File: config.mk
export PLATFORM = sky130hd
export DESIGN_NAME = impact_sram_ctrl
export DESIGN_NICKNAME = d
export VERILOG_FILES = /design/src/rtl/impact_sram_ctrl.sv
export SDC_FILE = /design/constraint.sdc
export NUM_CORES = 1
export LEC_CHECK = 0
export ABC_AREA = 0
export CORE_MARGIN = 2
export CORE_UTILIZATION = 50
export DETAILED_ROUTE_END_ITERATION = 10
export PLACE_DENSITY = 0.85
export SETUP_SLACK_MARGIN = 0.5
export SYNTH_ARGS = -nofsm -noshare
export SYNTH_HDL_FRONTEND = slang
export SYNTH_SLANG_ARGS = --single-unit
File: constraint.sdc
create_clock -name wb_clk_i -period 5.2 [get_ports wb_clk_i]
set_input_delay 1.04 -clock wb_clk_i [delete_from_list [all_inputs] [get_ports wb_clk_i]]
set_output_delay 1.04 -clock wb_clk_i [all_outputs]
set_load 0.01 [all_outputs]
File: src/rtl/impact_sram_ctrl.sv
`default_nettype none
// ============================================================================
// Module      : impact_sram_ctrl
// Description : Request sequencer for one 32x16 IMPACT SRAM bank. It runs the
//               precharge, word-line and recovery phases and then presents
//               the response. Defining IMPACT_CTRL_VERIFY_EN adds a read-back
//               verify pass after every write.
// Revision    : 1.0 - initial release
// ============================================================================
module impact_sram_ctrl #(
  parameter int unsigned PRE_CYC = 2,
  parameter int unsigned WL_CYC  = 2
) (
  input  logic        wb_clk_i,
  input  logic        wb_rst_ni,
  input  logic        req_valid,
  output logic        req_ready,
  input  logic        req_we,
  input  logic [4:0]  req_row,
  input  logic [15:0] req_wdata,
  output logic        resp_valid,
  input  logic        resp_ready,
  output logic [15:0] resp_rdata,
  output logic        resp_err,
  output logic [9:0]  wl_sel,
  output logic        pch_en,
  output logic        bl_oe,
  output logic [15:0] bl_out,
  output logic [15:0] blb_out,
  input  logic [15:0] bl_in
);

  localparam logic [2:0] c_IDLE = 3'd0;
  localparam logic [2:0] c_PRE  = 3'd1;
  localparam logic [2:0] c_ACT  = 3'd2;
  localparam logic [2:0] c_REC  = 3'd3;
  localparam logic [2:0] c_RESP = 3'd4;
`ifdef IMPACT_CTRL_VERIFY_EN
  localparam logic [2:0] c_VPRE = 3'd5;
  localparam logic [2:0] c_VACT = 3'd6;
`endif

  // Decoder code with the row-enable field all ones selects no word line.
  localparam logic [9:0] c_WL_PARK = 10'h3E0;
  localparam logic [3:0] c_PRE_LD  = 4'(PRE_CYC);
  localparam logic [3:0] c_WL_LD   = 4'(WL_CYC);

  logic [2:0]  r_state;
  logic [3:0]  r_cnt;
  logic        r_we;
  logic [4:0]  r_row;
  logic [15:0] r_wdata;
  logic [9:0]  r_wl_sel;
  logic        r_pch_en;
  logic        r_bl_oe;
  logic [15:0] r_bl_out;
  logic [15:0] r_blb_out;
  logic        r_resp_valid;
  logic [15:0] r_rdata;
`ifdef IMPACT_CTRL_VERIFY_EN
  logic        r_err;
`endif

  logic w_last;
  assign w_last = (r_cnt <= 4'd1);

  always_ff @(posedge wb_clk_i) begin
    if (!wb_rst_ni) begin
      r_state      <= c_IDLE;
      r_cnt        <= '0;
      r_we         <= 1'b0;
      r_row        <= '0;
      r_wdata      <= '0;
      r_wl_sel     <= c_WL_PARK;
      r_pch_en     <= 1'b0;
      r_bl_oe      <= 1'b0;
      r_bl_out     <= '0;
      r_blb_out    <= '0;
      r_resp_valid <= 1'b0;
      r_rdata      <= '0;
`ifdef IMPACT_CTRL_VERIFY_EN
      r_err        <= 1'b0;
`endif
    end else begin
      case (r_state)
        c_IDLE: begin
          if (req_valid) begin
            r_we     <= req_we;
            r_row    <= req_row;
            r_wdata  <= req_wdata;
            r_state  <= c_PRE;
            r_cnt    <= c_PRE_LD;
            r_pch_en <= 1'b1;
          end
        end
        c_PRE: begin
          if (w_last) begin
            r_state   <= c_ACT;
            r_cnt     <= c_WL_LD;
            r_pch_en  <= 1'b0;
            r_wl_sel  <= {5'b0, r_row};
            r_bl_oe   <= r_we;
            r_bl_out  <= r_we ? r_wdata : '0;
            r_blb_out <= r_we ? ~r_wdata : '0;
          end else begin
            r_cnt <= r_cnt - 4'd1;
          end
        end
        c_ACT: begin
          if (w_last) begin
            r_wl_sel  <= c_WL_PARK;
            r_bl_oe   <= 1'b0;
            r_bl_out  <= '0;
            r_blb_out <= '0;
            if (r_we) begin
`ifdef IMPACT_CTRL_VERIFY_EN
              r_state  <= c_VPRE;
              r_cnt    <= c_PRE_LD;
              r_pch_en <= 1'b1;
`else
              r_state  <= c_REC;
`endif
            end else begin
              r_state <= c_REC;
              r_rdata <= bl_in;
`ifdef IMPACT_CTRL_VERIFY_EN
              r_err   <= 1'b0;
`endif
            end
          end else begin
            r_cnt <= r_cnt - 4'd1;
          end
        end
`ifdef IMPACT_CTRL_VERIFY_EN
        c_VPRE: begin
          if (w_last) begin
            r_state  <= c_VACT;
            r_cnt    <= c_WL_LD;
            r_pch_en <= 1'b0;
            r_wl_sel <= {5'b0, r_row};
          end else begin
            r_cnt <= r_cnt - 4'd1;
          end
        end
        c_VACT: begin
          // Read-back pass: the sensed word is both the result and the verify sample.
          if (w_last) begin
            r_state  <= c_REC;
            r_wl_sel <= c_WL_PARK;
            r_rdata  <= bl_in;
            r_err    <= (bl_in != r_wdata);
          end else begin
            r_cnt <= r_cnt - 4'd1;
          end
        end
`endif
        c_REC: begin
          r_state      <= c_RESP;
          r_resp_valid <= 1'b1;
        end
        c_RESP: begin
          if (resp_ready) begin
            r_resp_valid <= 1'b0;
            r_state      <= c_IDLE;
          end
        end
        default: r_state <= c_IDLE;
      endcase
    end
  end

  assign req_ready  = (r_state == c_IDLE);
  assign resp_valid = r_resp_valid;
  assign resp_rdata = r_rdata;
`ifdef IMPACT_CTRL_VERIFY_EN
  assign resp_err   = r_err;
`else
  assign resp_err   = 1'b0;
`endif
  assign wl_sel     = r_wl_sel;
  assign pch_en     = r_pch_en;
  assign bl_oe      = r_bl_oe;
  assign bl_out     = r_bl_out;
  assign blb_out    = r_blb_out;

endmodule
`default_nettype wire

==> impl_metrics.env <==
export IMPL_syn_cell_area_sq_mm=0.00335
export IMPL_syn2layout_area_growth_pct=35.1
export IMPL_clk_latency_ns=0.34
export IMPL_cp_end_kind="output pin"
export IMPL_power_per_cell_area_mw_per_mm2=411
export IMPL_ff2ff_setup_slack_ns=2.67
export IMPL_synthFlopType="dfxtp_1"
export IMPL_dr_pass1_iters=7
export IMPL_post_cts_setup_buffers=0
export IMPL_port_buffers=103
export IMPL_die_y_microns=85.8
export IMPL_ant_nets=0
export IMPL_synth_edf_count=0
export IMPL_drive_gt1_share_pct=6.79
export IMPL_violations="design-rule violations"
export IMPL_gp_congestion=0.776
export IMPL_grt_first_pass_wirelength_microns=12800
export IMPL_holdPathStages=2
export IMPL_syn_area_per_cell_sq_um=9.57
export IMPL_clock_root_buffer="clkbuf_8"
export IMPL_antenna_found_initial=0
export IMPL_utilization_pct=70.4
export IMPL_cts_hold_buf=0
export IMPL_yosys_cell_types_count=42
export IMPL_htree_levels=3
export IMPL_vias=2804
export IMPL_skew_ns=0.0121
export IMPL_path_clk_slew_ns=0.08
export IMPL_grt_max_degree=59
export IMPL_worst_setup_path_type="register to output pin"
export IMPL_max_freq_ghz=0.335
export IMPL_row_count=29
export IMPL_hold_path_end="blb_out[2]$_SDFFE_PN0P_"
export IMPL_drc=9
export IMPL_ys_seq_elements=86
export IMPL_die_x_microns=85.8
export IMPL_r2r_cells=5
export IMPL_cts_sinks=86
export IMPL_cp_arrival_ns=1.95
export IMPL_max_vdd_ir_drop_v=0.000264
export IMPL_mostFrequentLayoutCell="clkdlybuf4s50_1"
export IMPL_grt_pass1_vias=2751
export IMPL_cp_start_kind="register"
export IMPL_via_per_inst=5.40
export IMPL_ys_seq_area_share_pct=51.4
export IMPL_cts_tree="built"
export IMPL_r2r_start="r_cnt[0]$_SDFFE_PN0P_"
export IMPL_status="complete, but fails checks"
export IMPL_dp_hpwl_microns=5450
export IMPL_path_max_fanout=21
export IMPL_total_leakage_power_nw=1.64
export IMPL_rsz0062_at_grt="no"
export IMPL_tns_ns=0
export IMPL_layout_common_cells="clkdlybuf4s50_1, dfxtp_1, nand2_1"
export IMPL_routed_wl_microns=7850
export IMPL_async_reset_ff_share_pct=0
export IMPL_fin_crit_ns=2.99
export IMPL_synth_nets=394
export IMPL_worst_pin_slew_ns=1.18
export IMPL_die_area_sq_mm=0.00737
export IMPL_r2r_end="bl_out[12]$_SDFFE_PN0P_"
export IMPL_grt_ovfl_total=0
export IMPL_maxCapViolCount=0
export IMPL_slew_headroom_pct=21.2
export IMPL_finalHoldViolCount=0
export IMPL_crit_required_ns=4.16
export IMPL_grtUsageTotal_pct=21.7
export IMPL_ios=105
export IMPL_finalCritPeriodShare_pct=57.4
export IMPL_slew_viol_final=0
export IMPL_numCtsBuffers=9
export IMPL_coreArea_sq_mm=0.00642
export IMPL_netlist_instances=350
export IMPL_power_mw=1.86
export IMPL_synth_warnings=0
export IMPL_holdCritStartpoint="blb_out[2]$_SDFFE_PN0P_"
export IMPL_cts_resized=0
export IMPL_setup_viol=0
export IMPL_hold_path_class="register to register"
export IMPL_post_drt_wl_per_cell_microns=15.1
export IMPL_n_antenna_cell=0
export IMPL_start_util_pct=52.1
export IMPL_layout_nets=481
export IMPL_drt_iter0_drc=109
export IMPL_cts_buffer_depth=2
==> worst max-delay path by stage <==
stage,startpoint,end,slack [ns],depth (start not counted)
CTS,r_state[2]$_SDFFE_PN0P_,req_ready,2.23,2
detailed placement,wb_rst_ni,bl_out[12]$_SDFFE_PN0P_,2.25,4
global placement,wb_rst_ni,bl_out[14]$_SDFFE_PN0P_,2.34,4
global route,r_state[0]$_SDFFE_PN0P_,req_ready,2.10,2
floorplan,r_state[2]$_SDFFE_PN0P_,req_ready,3.28,2
finish,r_state[0]$_SDFFE_PN0P_,req_ready,2.21,2
==> layout make-up <==
class,count,area [sq um]
flip-flops and latches,86,1720
multi-input cells,230,1460
repair buffers,106,1050
inverters,4,15.0
fillers,522,1900
clock buffers,12,155
well taps,77,96.3
clock inverters,4,30.0
==> where the power goes <==
part | internal [mW] | switching [mW]
sequential | 0.746 | 0.0896
combinational | 0.263 | 0.329
clock | 0.202 | 0.229
==> synth_stat cells, types with 5 or more instances <==
master | count | area, sq um
dfxtp_1 | 86 | 1720
buf_2 | 6 | 30.0
buf_4 | 5 | 37.5
a21boi_0 | 24 | 180
a21oi_1 | 6 | 30.0
clkbuf_1 | 17 | 63.8
nor2b_1 | 24 | 150
a22o_1 | 17 | 149
mux2i_1 | 16 | 160
a31o_2 | 6 | 52.6
nand2_1 | 68 | 255
a32o_1 | 6 | 60.1
nor2_1 | 7 | 26.3
o21ai_0 | 20 | 100
==> per-layer routing <==
metal	global-route usage (%)	wire, microns	up-vias
met1	28.1	3440	1336
met3	3.56	375	9
met2	36.4	3900	77
met5	0	0	-
li1	-	-	1382
met4	8.51	133	0
==> metrics by stage <==
stage | worst slack (ns) | hold WS [ns] | std cells | instance area [sq um]
2_1_floorplan | 3.28 | 0.438 | 350 | 3350
4_1_cts | 2.23 | 0.458 | 519 | 4520
5_1_grt | 2.10 | 0.490 | 519 | 4520
6_report | 2.21 | 0.463 | 519 | 4520
3_5_place_dp | 2.25 | 0.444 | 503 | 4340
3_3_place_gp | 2.34 | 0.436 | 503 | 4340
==> cell families (layout without fill, tap and decap cells) <==
logic type               count (synthesis)  in the layout  synth area share (%)
AND/OR/NAND/NOR                        117            117                  17.2
buffers and inverters                   34            126                  5.04
AO/OA/AOI/OAI                           92             92                  20.1
other                                    1              1                 0.112
adder cells (fa/ha/maj)                  2              2                 0.747
multiplexers                            17             17                  5.12
XOR/XNOR                                 1              1                 0.262
flip-flops                              86             86                  51.4
==> registers in the layout, indices dropped and copies added, names as in the netlist, 3 cells and up <==
name,count
bl_out,16
blb_out,16
r_wdata,16
resp_rdata,16
wl_sel,6
r_row,5
r_cnt,4
r_state,3
==> critical path: stages, from the launching register on <==
cell and delay [ns]:
dfxtp_1 0.54, nor3_1 0.44, clkdlybuf4s50_1 0.63
Note: power is estimated with default switching activity, not from simulation.
